File: src/rtl/fuzz_sig_pkg.sv
// Shared types and constants for the fuzz signature compactor.
//   state_e      : compactor FSM states (2-bit encoding)
//   DEFAULT_POLY : MISR feedback polynomial (CRC-32 polynomial)
//   DEFAULT_SEED : signature value loaded on start and on reset
package fuzz_sig_pkg;

  typedef enum logic [1:0] {
    IDLE = 2'd0,
    RUN  = 2'd1,
    HOLD = 2'd2
  } state_e;

  localparam logic [31:0] DEFAULT_POLY = 32'h04C11DB7;
  localparam logic [31:0] DEFAULT_SEED = 32'hFFFFFFFF;

endpackage

File: src/rtl/fuzz_sig_compactor_misr_update.sv
// One combinational MISR step.
//   sig_i : current signature (SIG_W)
//   y_i   : sampled word, zero-extended to SIG_W before folding in (Y_W)
//   sig_o : next signature = shift-left, conditional POLY feedback, XOR sample
module misr_update #(
  parameter int unsigned        Y_W   = 10,
  parameter int unsigned        SIG_W = 32,
  parameter logic [SIG_W-1:0]   POLY  = SIG_W'(32'h04C11DB7)
) (
  input  logic [SIG_W-1:0] sig_i,
  input  logic [Y_W-1:0]   y_i,
  output logic [SIG_W-1:0] sig_o
);

  always_comb begin
    sig_o = {sig_i[SIG_W-2:0], 1'b0};
    if (sig_i[SIG_W-1]) begin
      sig_o = sig_o ^ POLY;
    end
    sig_o = sig_o ^ SIG_W'(y_i);
  end

endmodule

File: src/rtl/fuzz_sig_compactor.sv
// Compresses the fuzz DUT's y output into a MISR signature over a programmed
// number of cycles and offers the result on a valid/ready port.
//   clk        : clock, all logic on posedge
//   rst        : synchronous reset, active-high
//   start      : begin a run (sampled only in IDLE)
//   num_cycles : samples to absorb, captured with start
//   y_in       : DUT output, absorbed once per RUN cycle
//   busy       : high while in RUN
//   sig_valid  : signature available (HOLD)
//   sig_ready  : consumer accepts signature
//   signature  : MISR value, stable while sig_valid
//   samples    : samples absorbed in current/last run
// All outputs come straight from flops.
module fuzz_sig_compactor
  import fuzz_sig_pkg::*;
#(
  parameter int unsigned      Y_W   = 10,
  parameter int unsigned      SIG_W = 32,
  parameter int unsigned      CNT_W = 16,
  parameter logic [SIG_W-1:0] POLY  = SIG_W'(DEFAULT_POLY),
  parameter logic [SIG_W-1:0] SEED  = SIG_W'(DEFAULT_SEED)
) (
  input  logic             clk,
  input  logic             rst,
  input  logic             start,
  input  logic [CNT_W-1:0] num_cycles,
  input  logic [Y_W-1:0]   y_in,
  output logic             busy,
  output logic             sig_valid,
  input  logic             sig_ready,
  output logic [SIG_W-1:0] signature,
  output logic [CNT_W-1:0] samples
);

  state_e             state_q;
  logic               busy_q;
  logic               valid_q;
  logic [SIG_W-1:0]   sig_q;
  logic [SIG_W-1:0]   sig_d;
  logic [CNT_W-1:0]   samples_q;
  logic [CNT_W-1:0]   remaining_q;

  misr_update #(
    .Y_W   (Y_W),
    .SIG_W (SIG_W),
    .POLY  (POLY)
  ) u_misr (
    .sig_i (sig_q),
    .y_i   (y_in),
    .sig_o (sig_d)
  );

  // busy/valid are registered alongside the state so they track it exactly
  // without a decode stage on the outputs.
  always_ff @(posedge clk) begin
    if (rst) begin
      state_q     <= IDLE;
      busy_q      <= 1'b0;
      valid_q     <= 1'b0;
      sig_q       <= SEED;
      samples_q   <= '0;
      remaining_q <= '0;
    end else begin
      case (state_q)
        IDLE: begin
          if (start) begin
            sig_q     <= SEED;
            samples_q <= '0;
            if (num_cycles != '0) begin
              remaining_q <= num_cycles;
              state_q     <= RUN;
              busy_q      <= 1'b1;
            end else begin
              state_q <= HOLD;
              valid_q <= 1'b1;
            end
          end
        end
        RUN: begin
          sig_q       <= sig_d;
          samples_q   <= samples_q + 1'b1;
          remaining_q <= remaining_q - 1'b1;
          if (remaining_q == CNT_W'(1)) begin
            state_q <= HOLD;
            busy_q  <= 1'b0;
            valid_q <= 1'b1;
          end
        end
        HOLD: begin
          if (sig_ready) begin
            state_q <= IDLE;
            valid_q <= 1'b0;
          end
        end
        default: begin
          state_q <= IDLE;
          busy_q  <= 1'b0;
          valid_q <= 1'b0;
        end
      endcase
    end
  end

  assign busy      = busy_q;
  assign sig_valid = valid_q;
  assign signature = sig_q;
  assign samples   = samples_q;

endmodule
File: config.mk
export PLATFORM = sky130hd
export DESIGN_NAME = fuzz_sig_compactor
export DESIGN_NICKNAME = d
export VERILOG_FILES = /design/src/rtl/fuzz_sig_pkg.sv /design/src/rtl/fuzz_sig_compactor_misr_update.sv /design/src/rtl/fuzz_sig_compactor.sv
export SDC_FILE = /design/constraint.sdc
export NUM_CORES = 1
export LEC_CHECK = 0
export CORE_MARGIN = 4
export CORE_UTILIZATION = 50
export CTS_CLUSTER_DIAMETER = 120
export DETAILED_ROUTE_END_ITERATION = 7
export HOLD_SLACK_MARGIN = 0.12
export PLACE_DENSITY = 0.77
export RECOVER_POWER = 100
export SYNTH_ARGS = -nofsm -noshare
export SYNTH_HDL_FRONTEND = slang
export SYNTH_HIERARCHICAL = 1
export SYNTH_SLANG_ARGS = --single-unit
File: constraint.sdc
create_clock -name clk -period 2.7 [get_ports clk]
set_clock_uncertainty 0.1 [all_clocks]
set_input_delay 0.405 -clock clk [delete_from_list [all_inputs] [get_ports clk]]
set_output_delay 0.405 -clock clk [all_outputs]
set_load 0.01 [all_outputs]
==> impl_metrics.yaml, run 1 <==
run_status:
  status: "finished clean"
grt:
  grt_max_degree: 35
  grt_pass1_vias: 2941
  grt_pass1_wl_um: 14200
  grt_usage_pct: 20.8
  grt-ovfl-total: 0
  antenna_found_initial: 0
critical_path:
  end_kind: "flip-flop"
  ff2ff_path_depth: 5
  worstSetupEndpoint: "remaining_q[3]"
  timing.rr.start: "remaining_q[2]"
  required_ns: 2.85
  rrSetupSlack_ns: 0.48
  startpoint: "num_cycles[1]"
  critPathLaunchType: "input pin"
  r2r-end: "remaining_q[13]"
  crit_type: "in -> reg"
  cp.depth: 6
  crit_arrival_ns: 2.43
  max_stage_delay_ns: 0.55
  crit_slowest_cell: "dlygate4sd3_1"
  crit_family: "buffers and inverters"
  path_buf_inv: 2
  path_cells: "dlygate4sd3_1, nor4_1, nand4_1, clkbuf_1, o31a_1, a32o_1"
  crit_fanout: 10
synthesis:
  ys_seq_area_share_pct: 39.6
  synth_edf_count: 0
  synth_area_per_cell_um2: 8.57
  synth_seq_cells: 68
  synthCells: 401
  syn_nets: 434
  yosys-top-cells-area: "dfxtp_1 40%, nand2b_1 6.2%, o22ai_1 5.8%, nand2_1 4.8%, buf_4 3.3%"
  synth_ff_type: "dfxtp_1"
  async_flop_share_pct: 0
  ys_types: 47
  yosysWarningCount: 6
  syn-cell-area_mm2: 0.00344
  yosys.area.top_type_share_pct: 39.6
  synth_area_leader_cell: "dfxtp_1"
route:
  drt_drc_violations_left: 0
  totalWireLength_um: 8280
  via_count: 3093
  detail_route.first_pass.iterations: 4
  detail-route-antenna-nets: 0
  vias_per_cell: 5.70
  wl_per_cell_um: 15.3
  drtIter0Drc: 146
cells_and_area:
  fin_cells: 543
  drive_above_1_share_pct: 9.01
  nets: 494
  seq_area_mm2: 0.00136
  mostFrequentLayoutCells: "68 x dfxtp_1, 51 x dlygate4sd3_1, 44 x nand2_1"
  area_growth_pct: 26.7
  diodes: 0
  fillers: 545
  final_common_cell: "dfxtp_1"
  multi_input_area_mm2: 0.00184
sta:
  finalSetupTns_ns: 0
  slew_viol_final: 0
  worst_slew_pin_slew_ns: 0.630
  relSlewSlack_pct: 58.0
  fmax_mhz: 438
  setup_viol_count_final: 0
  hold_ws_ns: 0.279
  rsz0062_at_grt: "false"
  hold_violations: 0
  final.period_utilization_pct: 84.5
  finalCriticalPeriod_ns: 2.28
  finalWorstSetupSlack_ns: 0.418
power:
  powerDensity_mw_per_mm2: 544
  ir_drop_v: 0.000300
  power_mw: 2.37
  p_leak_nw: 1.59
die:
  core_mm2: 0.00649
  initial_core_util_pct: 52.9
  die_width_um: 90.9
  row_count: 29
  pin_count: 80
  die_y_um: 90.9
  die-area_mm2: 0.00826
placement:
  place_inst: 527
  pre_cts_ws_ns: 0.222
  gp_congestion: 0.864
  place_hpwl_um: 5690
  port_buffers: 79
cts:
  clock_sinks: 68
  cts-root-buf: "clkbuf_8"
  clkLatencyLatePin_ns: 0.35
  clock_path_buffers: 2
  cts_setup_buffers: 0
  clkTransAtPathRegs_ns: 0.09
  cts_buffers: 9
  cts_max_level: 3
  cts_tree: "done"
  cts_resized: 0
  holdBufCountCts: 0
min_path:
  hold_path.class: "in -> reg"
  min_from: "rst"
job:
  cap_violations: 0
## metal layers
layer / vias up / GRT usage [%] / part of all wire (%)
li1: 1560 / - / -
met1: 1452 / 28.2 / 47
met2: 76 / 32.1 / 46
met3: 5 / 5.67 / 5.7
met4: 0 / 6.78 / 0.92
met5: - / 0 / 0
## how the worst min path moves through the flow
stage / to / slack [ns] / depth (start not counted)
floorplan: remaining_q[14] / 0.36 / 1
global placement: sig_valid / 0.35 / 2
detailed placement: sig_valid / 0.35 / 2
CTS: remaining_q[4] / 0.27 / 2
global route: remaining_q[4] / 0.29 / 2
finish: remaining_q[5] / 0.28 / 2
## sequential cells by signal, summed over array words and instances, names as in the netlist
register     cells
signature       32
remaining_q     16
samples         16
state_q          2
busy             1
sig_valid        1
## synth_stat cells, drive strengths merged, types with 3 or more instances
cell type,number
inv,5
clkbuf,20
or2,3
nand2b,34
and3,3
o31ai,4
ha,3
or3,4
o41ai,3
nor2,30
dfxtp,68
a21oi,22
xor3,6
mux2,6
o21ai,17
nand4,5
o22ai,32
nor4,8
xor2,11
a211oi,4
or4,3
a31oi,6
a32o,6
nand3b,3
buf,20
nand2,44
nor3,7
nand3,9
## power by group
part | internal (mW) | switching (mW) | total [mW]
Combinational | 0.219 | 0.260 | 0.479
Sequential | 1.06 | 0.0558 | 1.11
Clock | 0.344 | 0.436 | 0.780
## metrics by stage
stage,area [um^2],util (%)
6_report,4350,67.0
5_1_grt,4350,67.0
4_1_cts,4360,67.2
3_5_place_dp,4180,64.4
3_3_place_gp,4180,64.4
2_1_floorplan,3440,-
## kinds of logic (layout without fill, tap and decap cells)
kind of cell             Yosys count  after routing  synth area share (%)
AO/OA/AOI/OAI                    104            104                  19.3
XOR/XNOR                          17             17                  7.39
adder cells (fa/ha/maj)            3              3                  1.09
buffers and inverters             45            110                  6.88
flip-flops                        68             68                  39.6
multiplexers                       7              7                  2.26
AND/OR/NAND/NOR                  157            157                  23.4
## cell type report
| class | instances | share of cell area [%] |
|---|---|---|
| clock inverter | 7 | 1.32 |
| inverter | 5 | 0.431 |
| tap | 77 | 2.21 |
| timing repair buffer | 89 | 19.6 |
| clock buffer | 9 | 2.84 |
| sequential | 68 | 31.3 |
| multi-input combinational | 288 | 42.3 |
Power figures use the tool's default switching activity.
==> inputs of run 2 (changes only) <==
Clock period 2.7 ns to 2.1 ns, I/O delays scaled along.
==> run 2 against run 1 <==
Worst hold slack worse by 0.026 ns; combinational power increased by 56%; critical path depth is 1 lower; sequential share of layout area decreased by 1.9 points; global-route usage up 0.59 points; die area is the same.
==> impl_metrics.yaml, run 2 (synthesis gave the netlist of run 1 again) <==
critical_path:
  ff2ff_path_depth: 5
  crit_arrival_ns: 2.22
  rrSetupSlack_ns: 0.02
  path_cells: "or4_4, nor3_4, nand2_1, or3_1, a32o_1"
  r2r-end: "remaining_q[15]"
  end_kind: "flip-flop"
  timing.rr.start: "remaining_q[6]"
  required_ns: 2.24
  crit_fanout: 5
  crit_slowest_cell: "or4_4"
  critPathLaunchType: "flip-flop"
  max_stage_delay_ns: 0.58
  crit_type: "reg -> reg"
cts:
  cts_tree: "done"
  clkTransAtPathRegs_ns: 0.08
  cts_max_level: 3
  clock_path_buffers: 2
  cts_buffers: 9
  clock_sinks: 68
  clkLatencyLatePin_ns: 0.34
  cts-root-buf: "clkbuf_8"
power:
  ir_drop_v: 0.000388
  power_mw: 3.26
  seq_power_share_pct: 43.8
  p_leak_nw: 1.79
  p_int_mw: 2.29
  power_frac_comb_pct: 22.9
  powerDensity_mw_per_mm2: 701
  power.switching_mw: 0.970
  power_frac_clock_pct: 33.3
  p_sw_share_pct: 29.8
grt:
  grt_use_met3_pct: 4.92
  antenna_found_initial: 0
  grt-ovfl-total: 0
  grt_max_degree: 35
  met2_usage_pct: 35.1
  grt_usage_pct: 21.4
  grt_use_met1_pct: 27.3
  grt-busiest-layer: "met2"
  grt_pass1_wl_um: 14700
  grt_pass1_vias: 3121
route:
  via_count: 3282
  vias_per_cell: 5.74
  detail_route.first_pass.iterations: 6
  wl_per_cell_um: 15.4
  totalWireLength_um: 8830
  detail-route-antenna-nets: 0
  drtIter0Drc: 182
  drt_drc_violations_left: 0
min_path:
  min_from: "rst"
  hold_end: "remaining_q[2]"
  min_path_cells: 2
  hold_path.class: "in -> reg"
cells_and_area:
  largest_reg_flops: 32
  fin_cells: 572
  area_growth_pct: 35.1
  drive_above_1_share_pct: 16.0
  final_common_cell: "clkdlybuf4s50_1"
  nets: 523
  diodes: 0
  mostFrequentLayoutCells: "78 x clkdlybuf4s50_1, 67 x dfxtp_1, 44 x nand2_1"
die:
  die-area_mm2: 0.00826
  core_mm2: 0.00649
  pin_count: 80
  die_width_um: 90.9
  initial_core_util_pct: 52.9
  row_count: 29
  die_y_um: 90.9
placement:
  place_inst: 554
  gp_congestion: 0.875
  port_buffers: 79
  place_hpwl_um: 6090
sta:
  finalCriticalPeriod_ns: 2.08
  rsz0062_at_grt: "true"
  hold_violations: 0
  fmax_mhz: 481
  final.period_utilization_pct: 99.1
  slew_viol_final: 0
  finalSetupTns_ns: 0
  relSlewSlack_pct: 69.6
  worst_slew_pin_slew_ns: 0.451
  setup_viol_count_final: 0
job:
  cap_violations: 0
run_status:
  status: "finished clean"
-- run 2: cell count changes in the layout (fill, tap and decap cells not counted), moves of 2 or more --
| cell | change |
|---|---|
| dlygate4sd3_1 | -51 |
| nor3_1 | -2 |
| clkdlybuf4s50_1 | +51 |
| nor3_2 | +2 |
| inv_6 | -2 |
| buf_4 | +30 |
-- run 2: area by class of cell --
type                    instances  area (um^2)
multi-input cells             288         1870
clock inverters                 7         76.3
clock buffers                   9          124
repair buffers                118         1090
well taps                      77         96.3
fillers                       538         1850
inverters                       5         18.8
flip-flops and latches         68         1360
-- run 2: repair_timing --
| action | 4_1_cts | 5_1_grt |
|---|---|---|
| hold buffers | 0 | 0 |
| gates resized for setup | 2 | 5 |
| pin swaps | 0 | 1 |
| buffers inserted | 0 | 2 |
| hold endpoints to repair | 0 | 0 |
| setup endpoints to repair | 3 | 16 |
-- run 2: worst max-delay path by stage --
| stage | start | end | cells after the start | slack [ns] |
|---|---|---|---|---|
| floorplan | remaining_q[6] | remaining_q[13] | 5 | 0.13 |
| global placement | num_cycles[1] | remaining_q[3] | 7 | -0.32 |
| detailed placement | num_cycles[1] | remaining_q[3] | 7 | -0.35 |
| CTS | remaining_q[6] | remaining_q[15] | 5 | 0.02 |
| global route | num_cycles[7] | remaining_q[6] | 8 | -0.05 |
| finish | remaining_q[6] | remaining_q[15] | 5 | 0.02 |
-- run 2: worst max-delay path, delay by kind of cell (launching register included) --
family           cells  cell delay, ns
AO/OA/AOI/OAI        1            0.25
flip-flops           1            0.32
AND/OR/NAND/NOR      4            1.31
-- run 2: routing by layer --
metal	part of all wire, %	vias to the layer above
li1	-	1614
met1	43	1540
met2	49	118
met3	6.6	10
met4	1.5	0
met5	0	-
-- run 2: power groups by stage --
stage	clock network [mW]	logic [mW]	registers (mW)
final	1.08	0.745	1.43
after global routing	1.17	0.811	1.44
after CTS	1.11	0.723	1.42
after detailed placement	0	0.712	1.45
after global placement	0	0.701	1.45
after floorplan	0	0.406	1.46
-- run 2: per-stage QoR --
stage | area, um^2 | setup WS [ns] | utilization [%] | hold WS, ns
2_1_floorplan | 3440 | 0.133 | - | 0.360
3_3_place_gp | 4400 | -0.324 | 67.7 | 0.350
3_5_place_dp | 4400 | -0.348 | 67.7 | 0.354
4_1_cts | 4610 | 0.0199 | 70.9 | 0.240
5_1_grt | 4640 | -0.0528 | 71.5 | 0.282
6_report | 4640 | 0.0198 | 71.5 | 0.253
==> RTL edit 1, RTL diff (settings of run 2) <==
`Y_W` is set to 10 in 2 places; all go to 20.
--- a/src/rtl/fuzz_sig_compactor_misr_update.sv
+++ b/src/rtl/fuzz_sig_compactor_misr_update.sv
@@ -3,7 +3,7 @@
 //   y_i   : sampled word, zero-extended to SIG_W before folding in (Y_W)
 //   sig_o : next signature = shift-left, conditional POLY feedback, XOR sample
 module misr_update #(
-  parameter int unsigned        Y_W   = 10,
+  parameter int unsigned        Y_W   = 20,
   parameter int unsigned        SIG_W = 32,
   parameter logic [SIG_W-1:0]   POLY  = SIG_W'(32'h04C11DB7)
 ) (
--- a/src/rtl/fuzz_sig_compactor.sv
+++ b/src/rtl/fuzz_sig_compactor.sv
@@ -14,7 +14,7 @@
 module fuzz_sig_compactor
   import fuzz_sig_pkg::*;
 #(
-  parameter int unsigned      Y_W   = 10,
+  parameter int unsigned      Y_W   = 20,
   parameter int unsigned      SIG_W = 32,
   parameter int unsigned      CNT_W = 16,
   parameter logic [SIG_W-1:0] POLY  = SIG_W'(DEFAULT_POLY),
Ports: changed (resized y_in); port bits go from 80 to 90. The function was not compared with the original's and may differ.
==> RTL edit 1 against run 2 <==
- sequential cell count unchanged
- critical path depth is the same
- final area rose by 1.8%
- combinational power is 0.5% lower
- setup slack gained 0.042 ns
- wire length increased by 1.5%
- power down 0.80%
- synthesized cell count unchanged
- area after synthesis rose by 2.0%
- critical endpoint is now remaining_q[14]
- largest power group unchanged
- highest routed layer unchanged
==> RTL edit 1: results <==
metrics = {
    "placed_design": {
        "numPortBuffers": 89,
        "place_ws_ns": -0.236,
        "dp_hpwl_um": 6390,
        "globalplace.congestion": 0.987,
    },
    "pwr": {
        "cellLeakagePower_nw": 1.81,
        "peakVddDrop_v": 0.000376,
    },
    "drt": {
        "wl_met2_um": 4470,
        "wirelength_um": 8960,
        "first_pass_iters": 4,
        "wl_met3_um": 497,
        "drt-vias-per-instance": 5.58,
    },
    "grt": {
        "grt_pass1_wl_um": 15200,
        "met3_usage_pct": 5.82,
        "grt_pass1_vias": 3269,
        "grt_use_met2_pct": 36.3,
        "grt_max_degree": 41,
        "grt_use_met1_pct": 28.2,
        "grtUsageTotal_pct": 22.0,
    },
    "yosys": {
        "synth_fp_nets": 444,
        "synth_compound_area_share_pct": 19.0,
        "synthAdderAreaFrac_pct": 1.07,
        "synthXorXnorAreaFrac_pct": 10.5,
        "seq_area_frac_synth_pct": 38.8,
        "synthMuxAreaShare_pct": 2.21,
        "synthTopCellsByArea": "dfxtp_1 (39%), nand2b_1 (6.1%), o22ai_1 (5.7%)",
    },
    "clocking": {
        "insertion_delay_ns": 0.33,
        "htreeDepth": 3,
    },
    "final_layout": {
        "nets": 535,
        "drive_gt1_share_pct": 11.5,
    },
    "timing": {
        "tightest_slew_ns": 0.741,
        "layout_setup_ws_ns": 0.0622,
        "whs_ns": 0.206,
    },
    "critical_path": {
        "r2r_cells": 5,
        "crit_arrival_ns": 2.16,
    },
    "worst_hold_path": {
        "hold_end": "remaining_q[7]",
    },
    "outcome": {
        "status": "completed",
    },
}
==> RTL edit 1: cell types whose count changed in the layout (fill, tap and decap cells not counted), moves of 4 or more <==
cell | before | now
xor3_1 | 2 | 6
buf_4 | 38 | 20
clkbuf_2 | 0 | 4
dlygate4sd3_1 | 0 | 50
clkdlybuf4s50_1 | 78 | 38
==> RTL edit 1: power breakdown <==
part	internal (mW)	switching, mW	total [mW]	leakage [nW]
clock	0.599	0.454	1.05	0.0983
combinational	0.363	0.378	0.741	1.15
sequential	1.36	0.0710	1.44	0.556
total	2.33	0.903	3.23	1.81
==> RTL edit 1: worst register-to-register path, delay by kind of cell (launching register included) <==
| family | cells | cell delay (ns) |
|---|---|---|
| AOI/OAI and AO/OA | 1 | 0.25 |
| and+or+nand+nor | 4 | 1.27 |
| DFF | 1 | 0.31 |
==> RTL edit 1: logic make-up (layout without fill, tap and decap cells) <==
family,count (synthesis),count (layout)
AND/OR/NAND/NOR,157,157
AO/OA/AOI/OAI,104,104
flip-flops,68,68
buffers and inverters,39,133
XOR/XNOR,23,23
multiplexers,7,7
adder cells (fa/ha/maj),3,3
==> RTL edit 1: what timing repair did <==
item                       CTS  global route
buffers inserted             0             0
gates resized for setup      0             4
setup endpoints to repair    0            10
==> RTL edit 1: final cells by class <==
type	instances	area (sq um)	area share (%)
Clock buffer	12	155	3.28
Clock inverter	2	35.0	0.742
Inverter	5	18.8	0.397
Multi-Input combinational cell	294	1970	41.8
Sequential cell	68	1360	28.8
Tap cell	96	120	2.54
Timing Repair Buffer	114	1060	22.4
==> RTL edit 1: metrics by stage <==
stage	cells	instance area (sq um)	TNS (ns)
2_1_floorplan	401	3500	0
3_3_place_gp	577	4530	-1.82
3_5_place_dp	577	4530	-2.31
4_1_cts	591	4720	0
5_1_grt	591	4720	-0.0880
6_report	591	4720	0
==> RTL edit 2, RTL diff (flow settings as in run 2) <==
Made on the original files. The 3 states of `state_e` get a one-hot encoding in 3 bits.
--- a/src/rtl/fuzz_sig_pkg.sv
+++ b/src/rtl/fuzz_sig_pkg.sv
@@ -4,10 +4,10 @@
 //   DEFAULT_SEED : signature value loaded on start and on reset
 package fuzz_sig_pkg;
 
-  typedef enum logic [1:0] {
-    IDLE = 2'd0,
-    RUN  = 2'd1,
-    HOLD = 2'd2
+  typedef enum logic [2:0] {
+    IDLE = 3'b001,
+    RUN  = 3'b010,
+    HOLD = 3'b100
   } state_e;
 
   localparam logic [31:0] DEFAULT_POLY = 32'h04C11DB7;
Formal check against the unedited RTL: no difference found for any inputs over 10 cycles, from zero or initial values and one cycle with rst high; not proved beyond that.
==> RTL edit 2 against run 2 <==
- final area rose by 2.4%
- setup slack got worse by 0.00055 ns
- hold slack improved by 0.11 ns
- wire length fell by 2.0%
- die area rose by 0.93%
- critical path type unchanged
- area after synthesis rose by 1.0%
- critical endpoint is now remaining_q[12]
- sequential cell count rose by 1
- largest cell class unchanged
- via count rose by 1.1%
- critical path depth rose by 2
- utilization fell by 1.1 points
- fmax barely moved
Power is not compared: it rests on default switching activity, and its combinational part moved more than twofold at a synthesized area within 25%.
==> RTL edit 2: results <==
metrics = {
    "pwr": {
        "peakVddDrop_v": 0.000708,
    },
    "yosys": {
        "async_reset_ff_share_pct": 0,
        "yosys.cell_types.count": 52,
        "seq_area_frac_synth_pct": 39.8,
        "ys_top_cells_by_count": "nand2_1 (87), dfxtp_1 (69), nand3_1 (39)",
        "synth_fp_nets": 463,
        "netlist_instances": 430,
        "synthTopCellsByArea": "dfxtp_1 (40%), nand2_1 (9.4%), xor2_1 (5.8%)",
    },
    "drt": {
        "wl_met1_um": 3770,
        "wl_met2_um": 4250,
        "first_pass_iters": 4,
        "wirelength_um": 8650,
        "drt-vias-per-instance": 5.46,
        "routedWlPerCell_um": 14.2,
        "wl_met3_um": 514,
        "drt_iter0_markers": 165,
    },
    "critical_path": {
        "critPathLaunch": "remaining_q[1]",
        "cp_max_fo": 5,
        "cp_slowest_cell": "or4b_4",
        "crit_arrival_ns": 2.19,
        "cpPeakStageDelay_ns": 0.47,
    },
    "clocking": {
        "htreeDepth": 3,
        "insertion_delay_ns": 0.33,
        "clk_pin_slew_ns": 0.08,
    },
    "grt": {
        "grt_pass1_wl_um": 14800,
        "grt_pass1_vias": 3228,
        "grt_max_degree": 34,
        "grtUsageTotal_pct": 21.2,
    },
    "final_layout": {
        "largest_register_ffs": 32,
        "diodes": 0,
        "drive_gt1_share_pct": 15.7,
        "nets": 557,
    },
    "placed_design": {
        "dp_hpwl_um": 6280,
        "placed_cells": 593,
        "placed_cell_area_sq_um": 4510,
        "place_ws_ns": -0.306,
        "globalplace.congestion": 0.879,
    },
    "timing": {
        "relSlewSlack_pct": 51.6,
    },
    "worst_hold_path": {
        "hold_path.class": "reg2reg",
        "holdCritStartpoint": "sig_valid",
    },
    "outcome": {
        "status": "completed",
    },
}
RTL edit 2: cell count changes after synthesis, sizes merged, moves of 4 or more:
| cell | run 2 | this run |
|---|---|---|
| mux2 | 6 | 0 |
| nand2b | 34 | 4 |
| o22ai | 32 | 1 |
| nand3 | 9 | 39 |
| nand2 | 44 | 87 |
| xor2 | 11 | 23 |
| a32o | 6 | 0 |
| nor2 | 30 | 37 |
| a31oi | 6 | 1 |
| nor4 | 8 | 4 |
RTL edit 2: worst paths after layout:
kind | slack (ns) | cells after the start | to
setup reg to reg | 0.02 | 7 | remaining_q[12]
setup / recovery | 0.02 | 7 | remaining_q[12]
hold reg to reg | 0.36 | 1 | sig_valid
hold / removal | 0.36 | 1 | sig_valid
RTL edit 2: layout make-up:
type	count	area (sq um)
fill	538	2000
multi-input combinational	317	1900
sequential	69	1390
timing repair buffer	124	1120
clock buffer	9	124
clock inverter	6	113
tap	80	100
inverter	3	11.3
RTL edit 2: metal layers:
| layer | up-vias | track usage, % |
|---|---|---|
| met4 | 0 | 8.42 |
| li1 | 1662 | - |
| met3 | 14 | 4.56 |
| met2 | 93 | 35.1 |
| met1 | 1549 | 27.0 |
| met5 | - | 0 |
RTL edit 2: per-stage QoR:
step / power [mW] / hold WS, ns
2_1_floorplan: 4.00 / 0.305
3_3_place_gp: 5.09 / 0.351
3_5_place_dp: 5.18 / 0.352
4_1_cts: 6.51 / 0.370
5_1_grt: 6.83 / 0.390
6_report: 6.36 / 0.363
RTL edit 2: critical path, delay by kind of cell (launching register included):
| family | cells | cell delay (ns) |
|---|---|---|
| simple gates | 2 | 0.94 |
| compound gates | 3 | 0.38 |
| flops | 1 | 0.33 |
| fa+ha+maj | 1 | 0.14 |
| buf+inv | 1 | 0.08 |
RTL edit 2: cell families (layout without fill, tap and decap cells):
group / Yosys count / after routing / synth area share (%)
AOI/OAI and AO/OA: 71 / 71 / 13.1
buffers and inverters: 44 / 142 / 6.67
xor gates and xnor gates: 31 / 31 / 10.8
adders and majority gates: 3 / 3 / 1.08
and+or+nand+nor: 212 / 212 / 28.5
DFF: 69 / 69 / 39.8
RTL edit 2: timing repair:
action	4_1_cts	5_1_grt
pin swaps	1	1
setup endpoints to repair	5	32
setup buffers	0	0
resized for setup	3	7
RTL edit 2: report_power, final:
group          total [mW]  internal (mW)  switching (mW)
Combinational        3.06           1.44            1.62
Clock                1.29          0.785           0.505
Sequential           2.01           1.69           0.316
Total                6.36           3.92            2.44
